### src/rtl/datapath_decode_if.sv
// Fetch/decode boundary bundle: the IF_ID register and fetch controls coming in,
// and the fetch redirect, register-file read addresses and ID_EX going out.
interface datapath_decode_if #(
  parameter int unsigned IF_ID_WIDTH = 32,
  parameter int unsigned ID_EX_WIDTH = 64
);
  logic [IF_ID_WIDTH-1:0] IF_ID;
  logic [15:0]            instr;
  logic                   f_valid;
  logic                   flush;
  logic                   stall;
  logic [15:0]            BT;
  logic                   taken;
  logic [2:0]             rf_addr_a;
  logic [2:0]             rf_addr_b;
  logic [ID_EX_WIDTH-1:0] ID_EX;

  modport master (
    output IF_ID, instr, f_valid, flush,
    input  stall, BT, taken, rf_addr_a, rf_addr_b, ID_EX
  );

  modport slave (
    input  IF_ID, instr, f_valid, flush,
    output stall, BT, taken, rf_addr_a, rf_addr_b, ID_EX
  );
endinterface

### src/rtl/datapath_decode.sv
// Instruction-decode stage: decodes IF_ID into ID_EX, resolves j/call locally,
// inserts one bubble on a load-use hazard and squashes wrong-path words.
module datapath_decode (
  input  logic                    clk,
  input  logic                    reset,
  datapath_decode_if.slave        bus
);
  localparam int unsigned WORD_W  = 16;
  localparam int unsigned HOLD_W  = 32;
  localparam int unsigned OP_W    = 5;

  localparam logic [OP_W-1:0] OP_MV    = 5'b00000;
  localparam logic [OP_W-1:0] OP_ADD   = 5'b00001;
  localparam logic [OP_W-1:0] OP_SUB   = 5'b00010;
  localparam logic [OP_W-1:0] OP_CMP   = 5'b00011;
  localparam logic [OP_W-1:0] OP_LD    = 5'b00100;
  localparam logic [OP_W-1:0] OP_ST    = 5'b00101;
  localparam logic [OP_W-1:0] OP_JR    = 5'b01000;
  localparam logic [OP_W-1:0] OP_JZR   = 5'b01001;
  localparam logic [OP_W-1:0] OP_JNR   = 5'b01010;
  localparam logic [OP_W-1:0] OP_CALLR = 5'b01100;
  localparam logic [OP_W-1:0] OP_MVI   = 5'b10000;
  localparam logic [OP_W-1:0] OP_ADDI  = 5'b10001;
  localparam logic [OP_W-1:0] OP_SUBI  = 5'b10010;
  localparam logic [OP_W-1:0] OP_CMPI  = 5'b10011;
  localparam logic [OP_W-1:0] OP_MVHI  = 5'b10110;
  localparam logic [OP_W-1:0] OP_J     = 5'b11000;
  localparam logic [OP_W-1:0] OP_JZ    = 5'b11001;
  localparam logic [OP_W-1:0] OP_JN    = 5'b11010;
  localparam logic [OP_W-1:0] OP_CALL  = 5'b11100;

  typedef struct packed {
    logic [WORD_W-1:0] npc;
    logic [WORD_W-1:0] imm;
    logic [WORD_W-1:0] instr;
    logic [2:0]        rx;
    logic [2:0]        ry;
    logic [OP_W-1:0]   op;
    logic              wb_en;
    logic              mem_rd;
    logic              mem_wr;
    logic              is_branch;
    logic              valid;
  } id_ex_t;

  typedef enum logic [1:0] {RUN, STALL, SQUASH} state_e;

  state_e            state_q, state_d;
  id_ex_t            id_ex_q, id_ex_d;
  logic [HOLD_W-1:0] hold_q, hold_d;
  logic [WORD_W-1:0] bt_q, bt_d;
  logic              taken_q, taken_d;
  logic              stall_c;

  logic [WORD_W-1:0] w, npc;
  logic [OP_W-1:0]   op;
  logic [WORD_W-1:0] jmp_off;
  logic              direct_jmp, no_src, hazard;
  logic              unused_if_id;

  // Full decode of one word into an ID_EX entry.
  function automatic id_ex_t decode(input logic [WORD_W-1:0] iw, input logic [WORD_W-1:0] pc);
    id_ex_t r;
    r           = '0;
    r.npc       = pc;
    r.instr     = iw;
    r.rx        = iw[7:5];
    r.ry        = iw[10:8];
    r.op        = iw[4:0];
    r.valid     = 1'b1;
    unique case (iw[4:0])
      OP_MV, OP_ADD, OP_SUB, OP_LD: r.wb_en = 1'b1;
      OP_CMP:                       r.wb_en = 1'b0;
      OP_ST:                        r.mem_wr = 1'b1;
      OP_JR, OP_JZR, OP_JNR:        r.is_branch = 1'b1;
      OP_CALLR: begin
        r.is_branch = 1'b1;
        r.wb_en     = 1'b1;
        r.rx        = 3'd7;
      end
      OP_MVI, OP_ADDI, OP_SUBI: begin
        r.imm   = {{8{iw[15]}}, iw[15:8]};
        r.wb_en = 1'b1;
      end
      OP_CMPI: r.imm = {{8{iw[15]}}, iw[15:8]};
      OP_MVHI: begin
        r.imm   = {iw[15:8], 8'h00};
        r.wb_en = 1'b1;
      end
      OP_J, OP_JZ, OP_JN: begin
        r.imm       = {{4{iw[15]}}, iw[15:5], 1'b0};
        r.is_branch = 1'b1;
      end
      OP_CALL: begin
        r.imm       = {{4{iw[15]}}, iw[15:5], 1'b0};
        r.is_branch = 1'b1;
        r.wb_en     = 1'b1;
        r.rx        = 3'd7;
      end
      default: ;
    endcase
    r.mem_rd = (iw[4:0] == OP_LD);
    return r;
  endfunction

  assign unused_if_id = ^bus.IF_ID[15:0];

  // Active word: the held copy while replaying a stalled instruction.
  assign w          = (state_q == STALL) ? hold_q[15:0]  : bus.instr;
  assign npc        = (state_q == STALL) ? hold_q[31:16] : bus.IF_ID[31:16];
  assign op         = w[4:0];
  assign jmp_off    = {{4{w[15]}}, w[15:5], 1'b0};
  assign direct_jmp = (op == OP_J) || (op == OP_CALL);
  assign no_src     = (op == OP_J) || (op == OP_JZ) || (op == OP_JN) ||
                      (op == OP_CALL) || (op == OP_MVI);
  assign hazard     = (state_q == RUN) && bus.f_valid && !no_src &&
                      id_ex_q.valid && id_ex_q.mem_rd &&
                      ((id_ex_q.rx == w[7:5]) || (id_ex_q.rx == w[10:8]));

  always_comb begin
    state_d = state_q;
    hold_d  = hold_q;
    id_ex_d = '0;
    bt_d    = bt_q;
    taken_d = 1'b0;
    stall_c = 1'b0;
    if (bus.flush) begin
      state_d = RUN;
      hold_d  = '0;
    end else begin
      unique case (state_q)
        RUN: begin
          if (!bus.f_valid) begin
            state_d = RUN;
          end else if (hazard) begin
            stall_c = 1'b1;
            hold_d  = {bus.IF_ID[31:16], bus.instr};
            state_d = STALL;
          end else begin
            id_ex_d = decode(w, npc);
            if (direct_jmp) begin
              bt_d    = npc + jmp_off;
              taken_d = 1'b1;
              state_d = SQUASH;
            end
          end
        end
        STALL: begin
          id_ex_d = decode(w, npc);
          state_d = RUN;
          if (direct_jmp) begin
            bt_d    = npc + jmp_off;
            taken_d = 1'b1;
            state_d = SQUASH;
          end
        end
        SQUASH:  state_d = RUN;
        default: state_d = RUN;
      endcase
    end
  end

  always_ff @(posedge clk or negedge reset) begin
    if (!reset) begin
      state_q <= RUN;
      id_ex_q <= '0;
      hold_q  <= '0;
      bt_q    <= '0;
      taken_q <= 1'b0;
    end else begin
      state_q <= state_d;
      id_ex_q <= id_ex_d;
      hold_q  <= hold_d;
      bt_q    <= bt_d;
      taken_q <= taken_d;
    end
  end

  // Combinational outputs are forced quiet while reset is held.
  assign bus.stall     = reset & stall_c;
  assign bus.rf_addr_a = reset ? w[7:5]  : 3'd0;
  assign bus.rf_addr_b = reset ? w[10:8] : 3'd0;
  assign bus.BT        = bt_q;
  assign bus.taken     = taken_q;
  assign bus.ID_EX     = id_ex_q;
endmodule
### src/flat_wrapper.sv
// flat-port wrapper written by rule: the top's interface ports become plain ports
module datapath_decode_flat 
  (clk, reset, bus_IF_ID, bus_instr, bus_f_valid, bus_flush, bus_stall, bus_BT, bus_taken, bus_rf_addr_a, bus_rf_addr_b, bus_ID_EX);
  datapath_decode_if bus_i ();
  input  logic clk;
  input  logic reset;
  input wire logic [$bits(bus_i.IF_ID)-1:0] bus_IF_ID;
  input wire logic [$bits(bus_i.instr)-1:0] bus_instr;
  input wire logic [$bits(bus_i.f_valid)-1:0] bus_f_valid;
  input wire logic [$bits(bus_i.flush)-1:0] bus_flush;
  output wire logic [$bits(bus_i.stall)-1:0] bus_stall;
  output wire logic [$bits(bus_i.BT)-1:0] bus_BT;
  output wire logic [$bits(bus_i.taken)-1:0] bus_taken;
  output wire logic [$bits(bus_i.rf_addr_a)-1:0] bus_rf_addr_a;
  output wire logic [$bits(bus_i.rf_addr_b)-1:0] bus_rf_addr_b;
  output wire logic [$bits(bus_i.ID_EX)-1:0] bus_ID_EX;
  assign bus_i.IF_ID = bus_IF_ID;
  assign bus_i.instr = bus_instr;
  assign bus_i.f_valid = bus_f_valid;
  assign bus_i.flush = bus_flush;
  assign bus_stall = bus_i.stall;
  assign bus_BT = bus_i.BT;
  assign bus_taken = bus_i.taken;
  assign bus_rf_addr_a = bus_i.rf_addr_a;
  assign bus_rf_addr_b = bus_i.rf_addr_b;
  assign bus_ID_EX = bus_i.ID_EX;
  datapath_decode u_core (.clk(clk), .reset(reset), .bus(bus_i));
endmodule
### config.mk
export PLATFORM = sky130hd
export DESIGN_NAME = datapath_decode_flat
export DESIGN_NICKNAME = d
export VERILOG_FILES = /design/src/rtl/datapath_decode_if.sv /design/src/rtl/datapath_decode.sv /design/src/flat_wrapper.sv
export SDC_FILE = /design/constraint.sdc
export NUM_CORES = 1
export LEC_CHECK = 0
export CORE_MARGIN = 2
export CORE_UTILIZATION = 40
export DETAILED_ROUTE_END_ITERATION = 16
export PLACE_DENSITY = 0.75
export SYNTH_ARGS = -nofsm -noshare
export SYNTH_HDL_FRONTEND = slang
export SYNTH_SLANG_ARGS = --single-unit
### constraint.sdc
create_clock -name clk -period 3.25 [get_ports clk]
set_input_delay 0.975 -clock clk [delete_from_list [all_inputs] [get_ports clk]]
set_output_delay 0.975 -clock clk [all_outputs]
set_load 0.1 [all_outputs]
== After elaboration in Yosys (flattened, before gate mapping) ==
Cells that the tools add are included.

* Register bits after elaboration: 115
* Input port bits: 52
* Word-level logic and storage cells: 102

* Add/sub/neg operators: 1
* Equality and inequality tests: 23
* Mux-type cells: 36
* Bitwise gates (word level): 2
* Reductions and logical operators: 25

{| class="wikitable"
|+ Operators by type and width
! kind !! count
|-
| 64-bit 2-to-1 mux || 3
|-
| 32-bit 2-to-1 mux || 4
|-
| 64-bit one-hot mux with 2 select lines || 1
|-
| 16-bit 2-to-1 mux || 5
|-
| 16-bit one-hot mux with 3 select lines || 1
|-
| 5-bit equality test, second input constant || 9
|-
| 16-bit one-hot mux with 2 select lines || 1
|-
| 5-bit by 4-bit equality test with 1-bit output, second input constant || 4
|-
| 16-bit adder || 1
|-
| 1-bit 2-to-1 mux || 11
|-
| 5-bit by 3-bit equality test with 1-bit output, second input constant || 2
|-
| 2-bit 2-to-1 mux || 5
|-
| 10-bit OR reduction || 1
|-
| 3-bit 2-to-1 mux || 3
|-
| 2-bit nonzero test || 4
|-
| 4-bit OR reduction || 2
|-
| 8-bit OR reduction || 1
|-
| 3-bit equality test || 2
|-
| 1-bit logical OR || 6
|-
| 5-bit by 1-bit equality test with 1-bit output, second input constant || 1
|-
| 5-bit by 2-bit equality test with 1-bit output, second input constant || 1
|-
| 1-bit logical AND || 5
|-
| 5-bit logical NOT || 1
|-
| 5-bit by 3-bit inequality test with 1-bit output, second input constant || 1
|-
| 11 further kinds || 12
|}

== Depth between registers and ports, before layout ==
* Depth in word-level cells: 17
* Mapped depth: 16
* Gate-level depth less buffers: 12

== Worst setup path before layout ==
OpenSTA, ideal clock, no wires.

* Path kind: in2out
* Start: input port bus_instr[2]
* End: output port bus_stall
* Data arrival time: 2850 ps
* Required time: 2275 ps
* Setup slack: -575 ps
* Stages on the path: 6
* Cell sequence: inv_1 > o31ai_1 > o22ai_2 > a221oi_4 > nor2b_1 > and2_1

* Cells in the longest elaborated chain, start to end: 16

{| class="wikitable"
|+ RTL lines
! item !! RTL line !! text
|-
| from (decl) || flat_wrapper.sv:8 || <nowiki>input wire logic [$bits(bus_i.instr)-1:0] bus_instr;</nowiki>
|-
| 16-bit 2-to-1 mux * || datapath_decode.sv:109 || <nowiki>assign w = (state_q == STALL) ? hold_q[15:0] : bus.instr;</nowiki>
|-
| 5-bit equality test || datapath_decode.sv:114 || <nowiki>assign no_src = (op == OP_J) || (op == OP_JZ) || (op == OP_JN) ||</nowiki>
|-
| 1-bit logical OR (3 in a row) || datapath_decode.sv:114 ||
|-
| 1-bit logical OR * || datapath_decode.sv:115 || <nowiki>(op == OP_CALL) || (op == OP_MVI);</nowiki>
|-
| 1-bit logical NOT * || datapath_decode.sv:116 || <nowiki>assign hazard = (state_q == RUN) && bus.f_valid && !no_src &&</nowiki>
|-
| 1-bit logical AND * (2 in a row) || datapath_decode.sv:116 ||
|-
| 1-bit logical AND * (2 in a row) || datapath_decode.sv:117 || <nowiki>id_ex_q.valid && id_ex_q.mem_rd &&</nowiki>
|-
| 1-bit 2-to-1 mux * || datapath_decode.sv:135 || <nowiki>end else if (hazard) begin</nowiki>
|-
| 1-bit 2-to-1 mux * || datapath_decode.sv:133 || <nowiki>if (!bus.f_valid) begin</nowiki>
|-
| 1-bit 2-to-1 mux * || datapath_decode.sv:131 || <nowiki>unique case (state_q)</nowiki>
|-
| 1-bit 2-to-1 mux * || datapath_decode.sv:127 || <nowiki>if (bus.flush) begin</nowiki>
|-
| 1-bit bitwise AND * || datapath_decode.sv:180 || <nowiki>assign bus.stall = reset & stall_c;</nowiki>
|-
| to (decl) || flat_wrapper.sv:11 || <nowiki>output wire logic [$bits(bus_i.stall)-1:0] bus_stall;</nowiki>
|}

Every way passes the cells marked *; elsewhere a longest branch is shown, timed or not.

== Worst setup path after layout ==
* Start: input port bus_instr[3]
* End: output port bus_stall

Same word-level chain as after synthesis.

==> run metrics <==
min Tclk post-route=3.34 ns; post-route ant nets=0; post-synthesis xor/xnor area fraction=1.89%; Leak=3.85 nW; CP Data Required Time=2.27 ns; Post-DP HPWL=12100 µm; Worst Reg-to-Reg Cells=12; endpoint class of the critical path=primary output; asr flop ratio synth=100%; I/O pin total=140; Final #Nets=847; Compound-Gate Fraction of Synth Area=12.7%; vias in the first global route=5128; total CTS buffers=9; worst clock skew=0.0139 ns; max_slew headroom=55.3%; critical path type=primary input to primary output; CTS tree=yes; DIE AREA=14900 µm²; Root Driver=clkbuf_16; Yosys cell types=57; Wirelength per Cell=16.9 µm; Critical Path AT=2.36 ns; worst hold path startpoint=u_core.bus.BT[9]; DIE HEIGHT=122 µm; final setup violation count=1; Reg-to-Reg End=u_core.bus.BT[12]; TritonRoute pass-1 iters=5; Min-Delay Path Depth=2; Synth warnings=0; VDD IR max=0.000232 V; R2R setup slack=0.28 ns; Critical Path Start Type=primary input; slew of the pin with the lowest slew margin=0.670 ns; worst path bufs/invs=2; hold-fix buffers at CTS=0; R2R Path Start=u_core.state_q[1]; final setup TNS=-0.0852 ns; first-pass GRT wire length=26100 µm; Fin. Hold Viols=0; Max Root-Sink Buffers=2; RSZ-0062 raised after global routing=yes; adder-cell area share of the yosys netlist=3.51%; pin count of the biggest net entering global routing=47; CTS clk-pin slew, worst paths=0.07 ns; sequential fraction of the synthesis area=48.2%; mux cell area share after synthesis=10.0%; Syn Std Cell Area=5560 µm²; DRC viols=0; synthesis-to-finish area growth=41.2%; Synth Register Bits=107; maxcap violations=0; CTS Sinks=107; layout cells sized above 1=31.3%; HP Class=register to register; P per Cell Area=475 nW/µm²; Post-Syn Nets=647; Top delay family on crit path=compound AO/OA/AOI/OAI gates; end of the worst hold path=u_core.bus.BT[9]; Post-Synthesis Mean Instance Area=9.58 µm²; final WL=16300 µm; Cells after Synth=580; Die W=122 µm; Post-synth EDFFs=0; core area=13700 µm²; crit-path cells=buf_2 -> o31ai_4 -> o22ai_2 -> a221oi_4 -> nor2b_4 -> and2_4 -> buf_12; max frequency=0.300 GHz; failing checks=negative setup slack; Final Power=0.00373 W; row count=43; slowest cell delay on critical path=0.30 ns; largest family of logic cells by synthesized area=simple AND/OR/NAND/NOR gates; routed via count=5055; DRT iter0 DRCs=384; antenna violations before repair=0; CTS H-tree depth=3; via density per instance=5.24; Buffers on Ports=123; Post-Synth Simple-Gate Area=18.9%; grt total ovfl=0; Initial Utilization=40.5%; Total GRT Usage=22.7%; slowest CP cell=a221oi_4; Final Cycle Share=103%; CP max FO=2; Worst Slack Setup Final=-0.0852 ns; GP Congestion=0.971; ANT cells=0; status=finished with violations; Final Max Slew Viols=0; Skew-Pair Late Insertion Delay=0.35 ns; predominant post-synthesis flop cell=dfrtp_1
area by class of cell:
cell class / instances / area [µm²]
clock buffers: 11 / 243
clock inverters: 5 / 36.3
fillers: 1169 / 5870
inverters: 21 / 82.6
multi-input cells: 418 / 2740
flip-flops and latches: 107 / 2680
well taps: 180 / 225
repair buffers: 223 / 1840
logic make-up (layout without fill, tap and decap cells):
family	Yosys count	count (layout)
flops	107	107
simple gates	237	237
mux	55	55
xor+xnor	12	12
compound gates	99	99
buf+inv	55	260
fa+ha+maj	15	15
state kept, by name, indices dropped and copies added (netlist names):
name and count:
u_core.bus.ID_EX 56, u_core.state_q 2, u_core.hold_q 32, u_core.bus.BT 16
u_core.bus.taken 1
metrics by stage:
step / std cells / instance area, µm² / hold slack (ns) / setup slack [ns] / util (%)
floorplan: 580 / 5580 / 0.485 / -0.289 / -
global placement: 936 / 7380 / 0.473 / -0.600 / 53.8
finish: 965 / 7850 / 0.490 / -0.0852 / 57.2
CTS: 962 / 7790 / 0.491 / -0.0526 / 56.8
detailed placement: 936 / 7380 / 0.473 / -0.696 / 53.8
global route: 965 / 7850 / 0.517 / -0.122 / 57.2
report_power, final:
group | internal (W) | switching (W) | leakage [nW]
Clock | 0.000544 | 0.000495 | 0.133
Combinational | 0.000352 | 0.000897 | 2.27
Sequential | 0.00140 | 0.0000423 | 1.45
layer usage:
layer | up-vias | share of wire [%] | GRT usage, % | routed length [µm]
met5 | - | 0 | 0 | 0
met4 | 0 | 2.5 | 7.69 | 415
li1 | 2363 | - | - | -
met2 | 191 | 50 | 39.2 | 8200
met1 | 2468 | 42 | 28.7 | 6790
met3 | 33 | 5.8 | 4.03 | 942
worst max path at each step:
| stage | startpoint | end | slack, ns | cells after the start |
|---|---|---|---|---|
| 2_1_floorplan | bus_instr[2] | bus_stall | -0.29 | 6 |
| 3_3_place_gp | bus_instr[2] | bus_stall | -0.60 | 8 |
| 3_5_place_dp | bus_instr[2] | bus_stall | -0.70 | 8 |
| 4_1_cts | bus_instr[10] | bus_stall | -0.05 | 8 |
| 5_1_grt | bus_instr[10] | bus_stall | -0.12 | 8 |
| 6_report | bus_instr[3] | bus_stall | -0.09 | 7 |
layout by cell type (no fill, tap or decap), types with 13 or more instances in the layout:
cell	Yosys	final
dfrtp_1	107	105
nor2b_1	30	20
a21oi_1	15	15
ha_1	14	14
nand2_1	83	82
inv_1	19	18
nor2_1	90	90
clkdlybuf4s50_1	0	22
mux2i_1	52	51
o21ai_0	15	13
buf_4	12	180
timing repair:
| action | 4_1_cts | 5_1_grt |
|---|---|---|
| hold endpoints to repair | 0 | 0 |
| gates resized for setup | 68 | 12 |
| pin swaps | 10 | 3 |
| setup buffers | 10 | 3 |
| cloned | 0 | 0 |
| endpoints found under the setup margin | 47 | 10 |
synth_stat cells, drive strengths merged (2+ instances only):
cell type | instances | area share (%)
and2 | 3 | 0.34
a211oi | 4 | 0.54
o21ai | 21 | 1.9
o21a | 9 | 1.2
a21boi | 2 | 0.27
o31ai | 5 | 0.68
nand2 | 83 | 5.6
dfrtp | 107 | 48
or3 | 2 | 0.23
a31oi | 6 | 0.68
o22a | 6 | 0.95
mux2i | 53 | 9.6
ha | 14 | 3.2
buf | 21 | 2.4
nor2b | 30 | 3.4
a21bo | 2 | 0.36
nand3 | 9 | 0.81
mux2 | 2 | 0.41
nor3b | 2 | 0.36
clkbuf | 13 | 0.88
o31a | 3 | 0.47
nand2b | 2 | 0.23
a41oi | 2 | 0.32
or2 | 2 | 0.23
a2bb2oi | 10 | 1.6
a211o | 2 | 0.32
inv | 20 | 1.4
nor3 | 8 | 0.81
nor2 | 90 | 6.1
xor2 | 9 | 1.4
a21o | 3 | 0.41
o21bai | 2 | 0.27
xnor2 | 3 | 0.47
a21oi | 15 | 1.4
tightest hold or removal path, stage by stage, from the launching register on:
cell and delay [ns]:
dfrtp_1 0.35, nand2_1 0.05, o31ai_1 0.06
No activity file was read; power rests on OpenSTA's default activity.
